===== src/rtl/microondas_pkg.sv =====
// Shared constants and types for the multiplexed 4-digit seven-segment display.
// Segment patterns are {g,f,e,d,c,b,a}, active-low.
package microondas_pkg;

  localparam int SCAN_DIV_DEFAULT   = 50000;
  localparam int BLINK_HALF_DEFAULT = 250;

  localparam logic [6:0] SEG_0     = 7'b1000000;
  localparam logic [6:0] SEG_1     = 7'b1111001;
  localparam logic [6:0] SEG_2     = 7'b0100100;
  localparam logic [6:0] SEG_3     = 7'b0110000;
  localparam logic [6:0] SEG_4     = 7'b0011001;
  localparam logic [6:0] SEG_5     = 7'b0010010;
  localparam logic [6:0] SEG_6     = 7'b0000010;
  localparam logic [6:0] SEG_7     = 7'b1111000;
  localparam logic [6:0] SEG_8     = 7'b0000000;
  localparam logic [6:0] SEG_9     = 7'b0010000;
  localparam logic [6:0] SEG_DASH  = 7'b0111111;
  localparam logic [6:0] SEG_BLANK = 7'b1111111;

  // Index 0 drives an[0] (sec_units); index 3 drives an[3] (min_tens).
  typedef enum logic [1:0] {DIG0, DIG1, DIG2, DIG3} dig_idx_t;

  function automatic dig_idx_t next_dig(input dig_idx_t d);
    case (d)
      DIG0:    return DIG1;
      DIG1:    return DIG2;
      DIG2:    return DIG3;
      default: return DIG0;
    endcase
  endfunction

endpackage


===== src/rtl/bcd7seg.sv =====
// Combinational BCD to active-low seven-segment lookup; values above 9 show a dash.
module bcd7seg
  import microondas_pkg::*;
(
  input  logic [3:0] bcd,
  output logic [6:0] seg
);

  always_comb begin
    seg = SEG_DASH;
    case (bcd)
      4'd0: seg = SEG_0;
      4'd1: seg = SEG_1;
      4'd2: seg = SEG_2;
      4'd3: seg = SEG_3;
      4'd4: seg = SEG_4;
      4'd5: seg = SEG_5;
      4'd6: seg = SEG_6;
      4'd7: seg = SEG_7;
      4'd8: seg = SEG_8;
      4'd9: seg = SEG_9;
      default: seg = SEG_DASH;
    endcase
  end

endmodule


===== src/rtl/display_scan_decoder.sv =====
// Time-multiplexed 4-digit display driver: shadow digit capture, scan prescaler,
// digit index FSM, leading-zero blanking, blinking and colon decimal point.
module display_scan_decoder
  import microondas_pkg::*;
#(
  parameter int SCAN_DIV   = SCAN_DIV_DEFAULT,
  parameter int BLINK_HALF = BLINK_HALF_DEFAULT
) (
  input  logic       clk,
  input  logic       rst,
  input  logic       load,
  input  logic [3:0] min_tens,
  input  logic [3:0] min_units,
  input  logic [3:0] sec_tens,
  input  logic [3:0] sec_units,
  input  logic       blank_lz,
  input  logic       blink_en,
  input  logic       colon_en,
  output logic [6:0] seg,
  output logic [3:0] an,
  output logic       dp,
  output logic       err
);

  localparam int PW = (SCAN_DIV > 1) ? $clog2(SCAN_DIV) : 1;
  localparam int BW = $clog2(BLINK_HALF + 1);

  logic [3:0]    digit_in   [4];
  logic [3:0]    shadow_reg [4];
  logic [6:0]    dec        [4];
  logic [3:0]    digit_err;

  logic [PW-1:0] presc_reg;
  logic          tick;
  dig_idx_t      idx_reg;
  logic [BW-1:0] blink_cnt_reg;
  logic          phase_on_reg;
  logic          blink_prev_reg;

  logic [6:0]    seg_next;
  logic [3:0]    an_next;
  logic          dp_next;

  assign digit_in[0] = sec_units;
  assign digit_in[1] = sec_tens;
  assign digit_in[2] = min_units;
  assign digit_in[3] = min_tens;

  always_ff @(posedge clk) begin
    for (int i = 0; i < 4; i++) begin
      if (rst)       shadow_reg[i] <= 4'd0;
      else if (load) shadow_reg[i] <= digit_in[i];
    end
  end

  generate
    for (genvar gi = 0; gi < 4; gi++) begin : g_digit
      bcd7seg u_dec (
        .bcd (shadow_reg[gi]),
        .seg (dec[gi])
      );
      assign digit_err[gi] = (shadow_reg[gi] > 4'd9);
    end
  endgenerate

  assign err = |digit_err;

  assign tick = (presc_reg == PW'(SCAN_DIV - 1));

  always_ff @(posedge clk) begin
    if (rst || tick) presc_reg <= '0;
    else             presc_reg <= presc_reg + PW'(1);
  end

  // Output decode works from the pre-edge index and shadow, giving one cycle of latency.
  always_comb begin
    seg_next = dec[idx_reg];
    if (blank_lz) begin
      if (idx_reg == DIG3 && shadow_reg[3] == 4'd0)
        seg_next = SEG_BLANK;
      if (idx_reg == DIG2 && shadow_reg[3] == 4'd0 && shadow_reg[2] == 4'd0)
        seg_next = SEG_BLANK;
    end
    an_next = phase_on_reg ? ~(4'b0001 << idx_reg) : 4'b1111;
    dp_next = ~(idx_reg == DIG2 && colon_en && phase_on_reg);
  end

  always_ff @(posedge clk) begin
    if (rst) begin
      idx_reg        <= DIG0;
      blink_cnt_reg  <= '0;
      phase_on_reg   <= 1'b1;
      blink_prev_reg <= 1'b0;
      seg            <= SEG_BLANK;
      an             <= 4'b1111;
      dp             <= 1'b1;
    end else begin
      blink_prev_reg <= blink_en;
      seg            <= seg_next;
      an             <= an_next;
      dp             <= dp_next;
      if (tick)
        idx_reg <= next_dig(idx_reg);
      // A fresh enable (or no enable) restarts the blink cycle in the on phase.
      if (!blink_en || !blink_prev_reg) begin
        blink_cnt_reg <= '0;
        phase_on_reg  <= 1'b1;
      end else if (tick) begin
        if (blink_cnt_reg == BW'(BLINK_HALF - 1)) begin
          blink_cnt_reg <= '0;
          phase_on_reg  <= ~phase_on_reg;
        end else begin
          blink_cnt_reg <= blink_cnt_reg + BW'(1);
        end
      end
    end
  end

endmodule


===== config.mk =====
export PLATFORM = sky130hd
export DESIGN_NAME = display_scan_decoder
export DESIGN_NICKNAME = d
export VERILOG_FILES = /design/src/rtl/microondas_pkg.sv /design/src/rtl/bcd7seg.sv /design/src/rtl/display_scan_decoder.sv
export SDC_FILE = /design/constraint.sdc
export NUM_CORES = 1
export LEC_CHECK = 0
export CAP_MARGIN = 20
export CORE_MARGIN = 2
export CORE_UTILIZATION = 57
export DETAILED_ROUTE_END_ITERATION = 8
export GPL_ROUTABILITY_DRIVEN = 0
export MAX_ROUTING_LAYER = met4
export PLACE_DENSITY = 0.92
export REMOVE_ABC_BUFFERS = 1
export SYNTH_ARGS = -nofsm -noshare
export SYNTH_HDL_FRONTEND = slang
export SYNTH_HIERARCHICAL = 1
export SYNTH_SLANG_ARGS = --single-unit

===== constraint.sdc =====
create_clock -name clk -period 3.1 [get_ports clk]
set_clock_uncertainty 0.2 [all_clocks]
set_input_delay 0.31 -clock clk [delete_from_list [all_inputs] [get_ports clk]]
set_output_delay 0.31 -clock clk [all_outputs]
set_load 0.1 [all_outputs]

==> results of run 1 <==
kinds of logic after synthesis:
| family | after synthesis | synth area share |
|---|---|---|
| buf+inv | 33 | 0.05136 |
| compound gates | 54 | 0.08988 |
| xor+xnor | 15 | 0.03965 |
| simple gates | 158 | 0.2708 |
| flops | 56 | 0.3867 |
| mux | 11 | 0.05967 |
| fa+ha+maj | 27 | 0.1020 |
report_power, final:
part	internal (W)	leakage [nW]	switching (W)
clock network	0.000166	0.0495	0.000246
logic	0.000132	0.872	0.000196
registers	0.000787	0.498	0.0000493
total	0.00108	1.42	0.000491
cells in the final DEF, fill, tap and decap left out, types with 12 or more instances in the layout:
cell type and instances:
xnor2_1 12, and2_1 18, dfxtp_1 40, buf_4 13, ha_1 27, clkdlybuf4s50_1 21
nand2_1 19, nor2_1 34, o21ai_0 18, inv_1 18, edfxtp_1 16, nand3_1 13
a21oi_1 23
per-stage QoR:
stage	total power, W	setup slack (ns)	cell area (um2)
6_report	0.001576	0.6140	3701
2_1_floorplan	0.001079	0.8444	3211
4_1_cts	0.001587	0.6080	3701
3_3_place_gp	0.001162	0.6802	3608
5_1_grt	0.001653	0.4872	3701
3_5_place_dp	0.001177	0.6183	3608
final cells by class:
cell class              instances  area share
flip-flops and latches         56      0.3462
inverters                      18     0.01826
multi-input cells             265      0.5030
clock inverters                 3    0.006423
clock buffers                   5     0.01859
repair buffers                 34     0.08316
well taps                      72     0.02434
worst max path at each step:
| stage | from | to | slack [ns] | cells past startpoint |
|---|---|---|---|---|
| after floorplan | presc_reg[13] | presc_reg[10] | 0.84 | 4 |
| after global placement | presc_reg[13] | presc_reg[12] | 0.68 | 4 |
| after detailed placement | presc_reg[13] | presc_reg[3] | 0.62 | 4 |
| after CTS | presc_reg[13] | presc_reg[3] | 0.61 | 4 |
| after global routing | presc_reg[13] | presc_reg[15] | 0.49 | 4 |
| final | presc_reg[13] | presc_reg[3] | 0.61 | 4 |
Yosys cell counts, types with 6 or more instances:
cell type / instances / area (um2)
nand3_1: 13 / 65.06
nor2_1: 34 / 127.6
a21oi_1: 23 / 115.1
inv_1: 18 / 67.56
nand2_1: 19 / 71.32
ha_1: 27 / 337.8
and2_1: 18 / 112.6
and3b_1: 6 / 52.55
edfxtp_1: 16 / 480.5
o21ai_0: 18 / 90.09
nor4_1: 6 / 37.54
xnor2_1: 12 / 105.1
nor2b_1: 7 / 43.79
buf_2: 6 / 30.03
dfxtp_1: 40 / 800.8
or3_1: 7 / 43.79
nor3b_1: 6 / 45.04
mux4_2: 7 / 157.7
or2_2: 9 / 56.30
per-layer routing:
metal	track usage	wire length, um	up-vias	part of all wire
met5	-	0	-	0
li1	-	-	1270	-
met3	0.04382	292	8	0.047
met2	0.3467	3126	87	0.50
met4	0.07288	61	0	0.0099
met1	0.2579	2711	1155	0.44
critical path, cell delays in order (launching register included):
cell and delay, ns:
dfxtp_1 0.36, or4b_1 0.53, or4_4 0.65, or2b_1 0.51, nor2_1 0.11
==> results_dict.tcl, run 1 <==
set metrics [dict create \
    status "finished clean" \
    synth.cell_area_um2 3313 \
    fillers 458 \
    start_kind "flip-flop" \
    ys_types 44 \
    wl_per_cell_um 13.67 \
    die-area_um2 6438 \
    arrival_ns 2.47 \
    reg2reg_to "presc_reg[3]" \
    viasPerCell 5.563 \
    final_core_util 0.6640 \
    crit_type "flip-flop to flip-flop" \
    holdPathStages 1 \
    async_flop_share 0 \
    p_per_area_nw_per_um2 425.9 \
    syn_area_per_cell_um2 9.359 \
    placed_cells 445 \
    initial_utilization 0.5944 \
    first_global_vias 2375 \
    grt_max_degree 23 \
    hp-class "flip-flop to flip-flop" \
    synth-edff-count 16 \
    holdWs_ns 0.2760 \
    worst_slew_pin_slew_ns 0.8147 \
    drive_gt1_frac 0.1050 \
    vdd_drop_max_mv 0.2465 \
    cts_tree "built" \
    max_freq_mhz 402.2 \
    drt-initial-drc-count 206 \
    multiInputGateArea_um2 1862 \
    cts_buffers 5 \
    hold_viol 0 \
    clkTransAtPathRegs_ns 0.10 \
    seq_area_frac_synth 0.3867 \
    layout_min_cycle_time_ns 2.486 \
    clockRootBuffer "clkbuf_8" \
    syn_to_final_growth_pct 11.71 \
    slew_headroom 0.4557 \
    dr.pass1.iters 5 \
    die_x_um 80.24 \
    boundaryPins 35 \
    ctsHoldBuffers 0 \
    num_rows 27 \
    hp-start "presc_reg[0]" \
    clkLatencyLatePin_ns 0.31 \
    rr_worst_depth 4 \
    r2r_start "presc_reg[13]" \
    timing.final.max_slew_violations 0 \
    synth_warnings 6 \
    htreeDepth 2 \
    finalWirelength_um 6192 \
    clockBufferDepth 2 \
    finalSetupViolations 0 \
    grt_pass1_wl_um 10490 \
    fin_nets 429 \
    synthCells 354 \
    critPathRequiredTime_ns 3.08 \
    coreArea_um2 5574 \
    die_h_um 80.24 \
    numPortBuffers 34 \
    reg2reg_slack_ns 0.61 \
    postCtsSetupBuffers 0 \
    synth_ff_type "dfxtp_1" \
    rsz0062_at_grt "no" \
    maxCapViolations 0 \
    drtAntennaViolNets 0 \
    cts.sinks 56 \
    p_leak_nw 1.419 \
    holdPathEnd "presc_reg[0]" \
    dp_hpwl_um 4586 \
    postCtsResizedCells 0 \
    final_cells 453 \
    antenna_cells 0 \
    vias 2520 \
    gr-total-overflow 0 \
    seqCellArea_um2 1281 \
    antenna_found_initial 0 \
    min_period_over_period 0.8020 \
    end_kind "flip-flop" \
    drcViolationCount 0 \
    ys_ff_latch 56 \
    finalSetupTns_ns 0 \
    grt_usage 0.2105 \
    crit_fanout 22 \
]
(Power assumes the default switching activity.)
==> run 2: changes to the inputs <==
- clock period: 3.1 -> 2.5 ns (I/O delays scaled with it)
==> results_dict.tcl, run 2 (synthesis results as in run 1) <==
set metrics [dict create \
    drt-initial-drc-count 205 \
    path_cells "or4b_1 > or4_4 > or3_1 > a21oi_1" \
    vdd_drop_max_mv 0.3480 \
    first_global_vias 2354 \
    p_sw_frac 0.3118 \
    slowest_delay_ns 0.65 \
    finalWirelength_um 6361 \
    p_int_w 0.001350 \
    numPortBuffers 34 \
    layout_commonest_cell "dfxtp_1" \
    p_total_w 0.001961 \
    worst_slew_pin_slew_ns 0.7397 \
    crit_path_top_delay_cell "or4_4" \
    grt_max_degree 23 \
    crit_type "flip-flop to flip-flop" \
    min_period_over_period 0.9327 \
    p_comb_frac 0.213 \
    grt_usage 0.2124 \
    die_h_um 80.24 \
    p_leak_nw 1.443 \
    num_rows 27 \
    critPathRequiredTime_ns 2.55 \
    clockBufferDepth 2 \
    placed_area_um2 3651 \
    die-area_um2 6438 \
    drtAntennaViolNets 0 \
    crit_fanout 22 \
    vias 2583 \
    hold_viol 0 \
    start_kind "flip-flop" \
    hp-class "input pin to flip-flop" \
    antenna_cells 0 \
    clkPwrFrac 0.260 \
    seqCellArea_um2 1281 \
    switching_power_w 0.0006115 \
    wl_per_cell_um 13.92 \
    die_x_um 80.24 \
    layout_min_cycle_time_ns 2.332 \
    arrival_ns 2.38 \
    end_kind "flip-flop" \
    syn_to_final_growth_pct 12.99 \
    holdPathStages 2 \
    coreArea_um2 5574 \
    gr-total-overflow 0 \
    cts.sinks 56 \
    final_core_util 0.6716 \
    cts_tree "built" \
    dr.pass1.iters 4 \
    hp-start "colon_en" \
    fin_nets 433 \
    fillers 428 \
    drive_gt1_frac 0.1143 \
    max_freq_mhz 428.9 \
    status "finished clean" \
    crit_path_start "presc_reg[13]" \
    maxCapViolations 0 \
    reg2reg_to "blink_cnt_reg[5]" \
    final_cell_mix "dfxtp_1, nor2_1, ha_1" \
    drcViolationCount 0 \
    reg2reg_slack_ns 0.17 \
    grt_pass1_wl_um 10560 \
    postCtsResizedCells 0 \
    clkLatencyLatePin_ns 0.31 \
    multiInputGateArea_um2 1862 \
    timing.final.max_slew_violations 0 \
    ctsHoldBuffers 0 \
    antenna_found_initial 0 \
    clkTransAtPathRegs_ns 0.11 \
    boundaryPins 35 \
    initial_utilization 0.5944 \
    finalSetupTns_ns 0 \
    holdPathEnd "dp" \
    slew_headroom 0.5059 \
    p_seq_frac 0.528 \
    clockRootBuffer "clkbuf_8" \
    p_per_area_nw_per_um2 523.9 \
    r2r_start "presc_reg[13]" \
    finalSetupViolations 0 \
    cts_buffers 5 \
    postCtsSetupBuffers 0 \
    dp_hpwl_um 4731 \
    design_area_um2 3744 \
    rr_worst_depth 4 \
    viasPerCell 5.652 \
    htreeDepth 2 \
    rsz0062_at_grt "no" \
]
run 2: power by group through the flow:
stage	logic, W	registers (W)	clock network (W)
floorplan	0.000203	0.00113	0
finish	0.000417	0.00103	0.000509
global route	0.000448	0.00104	0.000556
global placement	0.000397	0.00105	0
detailed placement	0.000413	0.00105	0
CTS	0.000416	0.00103	0.000528
run 2: worst max path at each step:
stage | endpoint | cells past startpoint
3_5_place_dp | blink_cnt_reg[4] | 4
5_1_grt | blink_cnt_reg[6] | 4
4_1_cts | blink_cnt_reg[4] | 4
3_3_place_gp | blink_cnt_reg[5] | 4
6_report | blink_cnt_reg[5] | 4
2_1_floorplan | presc_reg[10] | 4
run 2: cell type report:
cell class              count  share of cell area
multi-input cells         265              0.4973
inverters                  18             0.01805
flip-flops and latches     56              0.3422
repair buffers             38             0.09358
well taps                  72             0.02406
clock inverters             3            0.006350
clock buffers               5             0.01838
run 2: through the flow:
step | setup WS (ns) | hold WS [ns] | instances
2_1_floorplan | 0.2444 | 0.1191 | 339
3_3_place_gp | 0.2453 | 0.2353 | 449
3_5_place_dp | 0.2008 | 0.2553 | 449
4_1_cts | 0.1641 | 0.2379 | 457
5_1_grt | 0.08768 | 0.2588 | 457
6_report | 0.1683 | 0.2485 | 457
run 2: worst max-delay path: cells and delay by family (launching register included):
kind             cells  cell delay, ns
AO/OA/AOI/OAI        1            0.15
flip-flops           1            0.36
AND/OR/NAND/NOR      3            1.56
run 2: metal layers:
layer,vias up,part of all wire,global-route usage
li1,1273,-,-
met1,1211,0.43,0.2597
met2,91,0.50,0.3500
met3,8,0.054,0.04831
met4,0,0.013,0.06780
met5,-,0,-
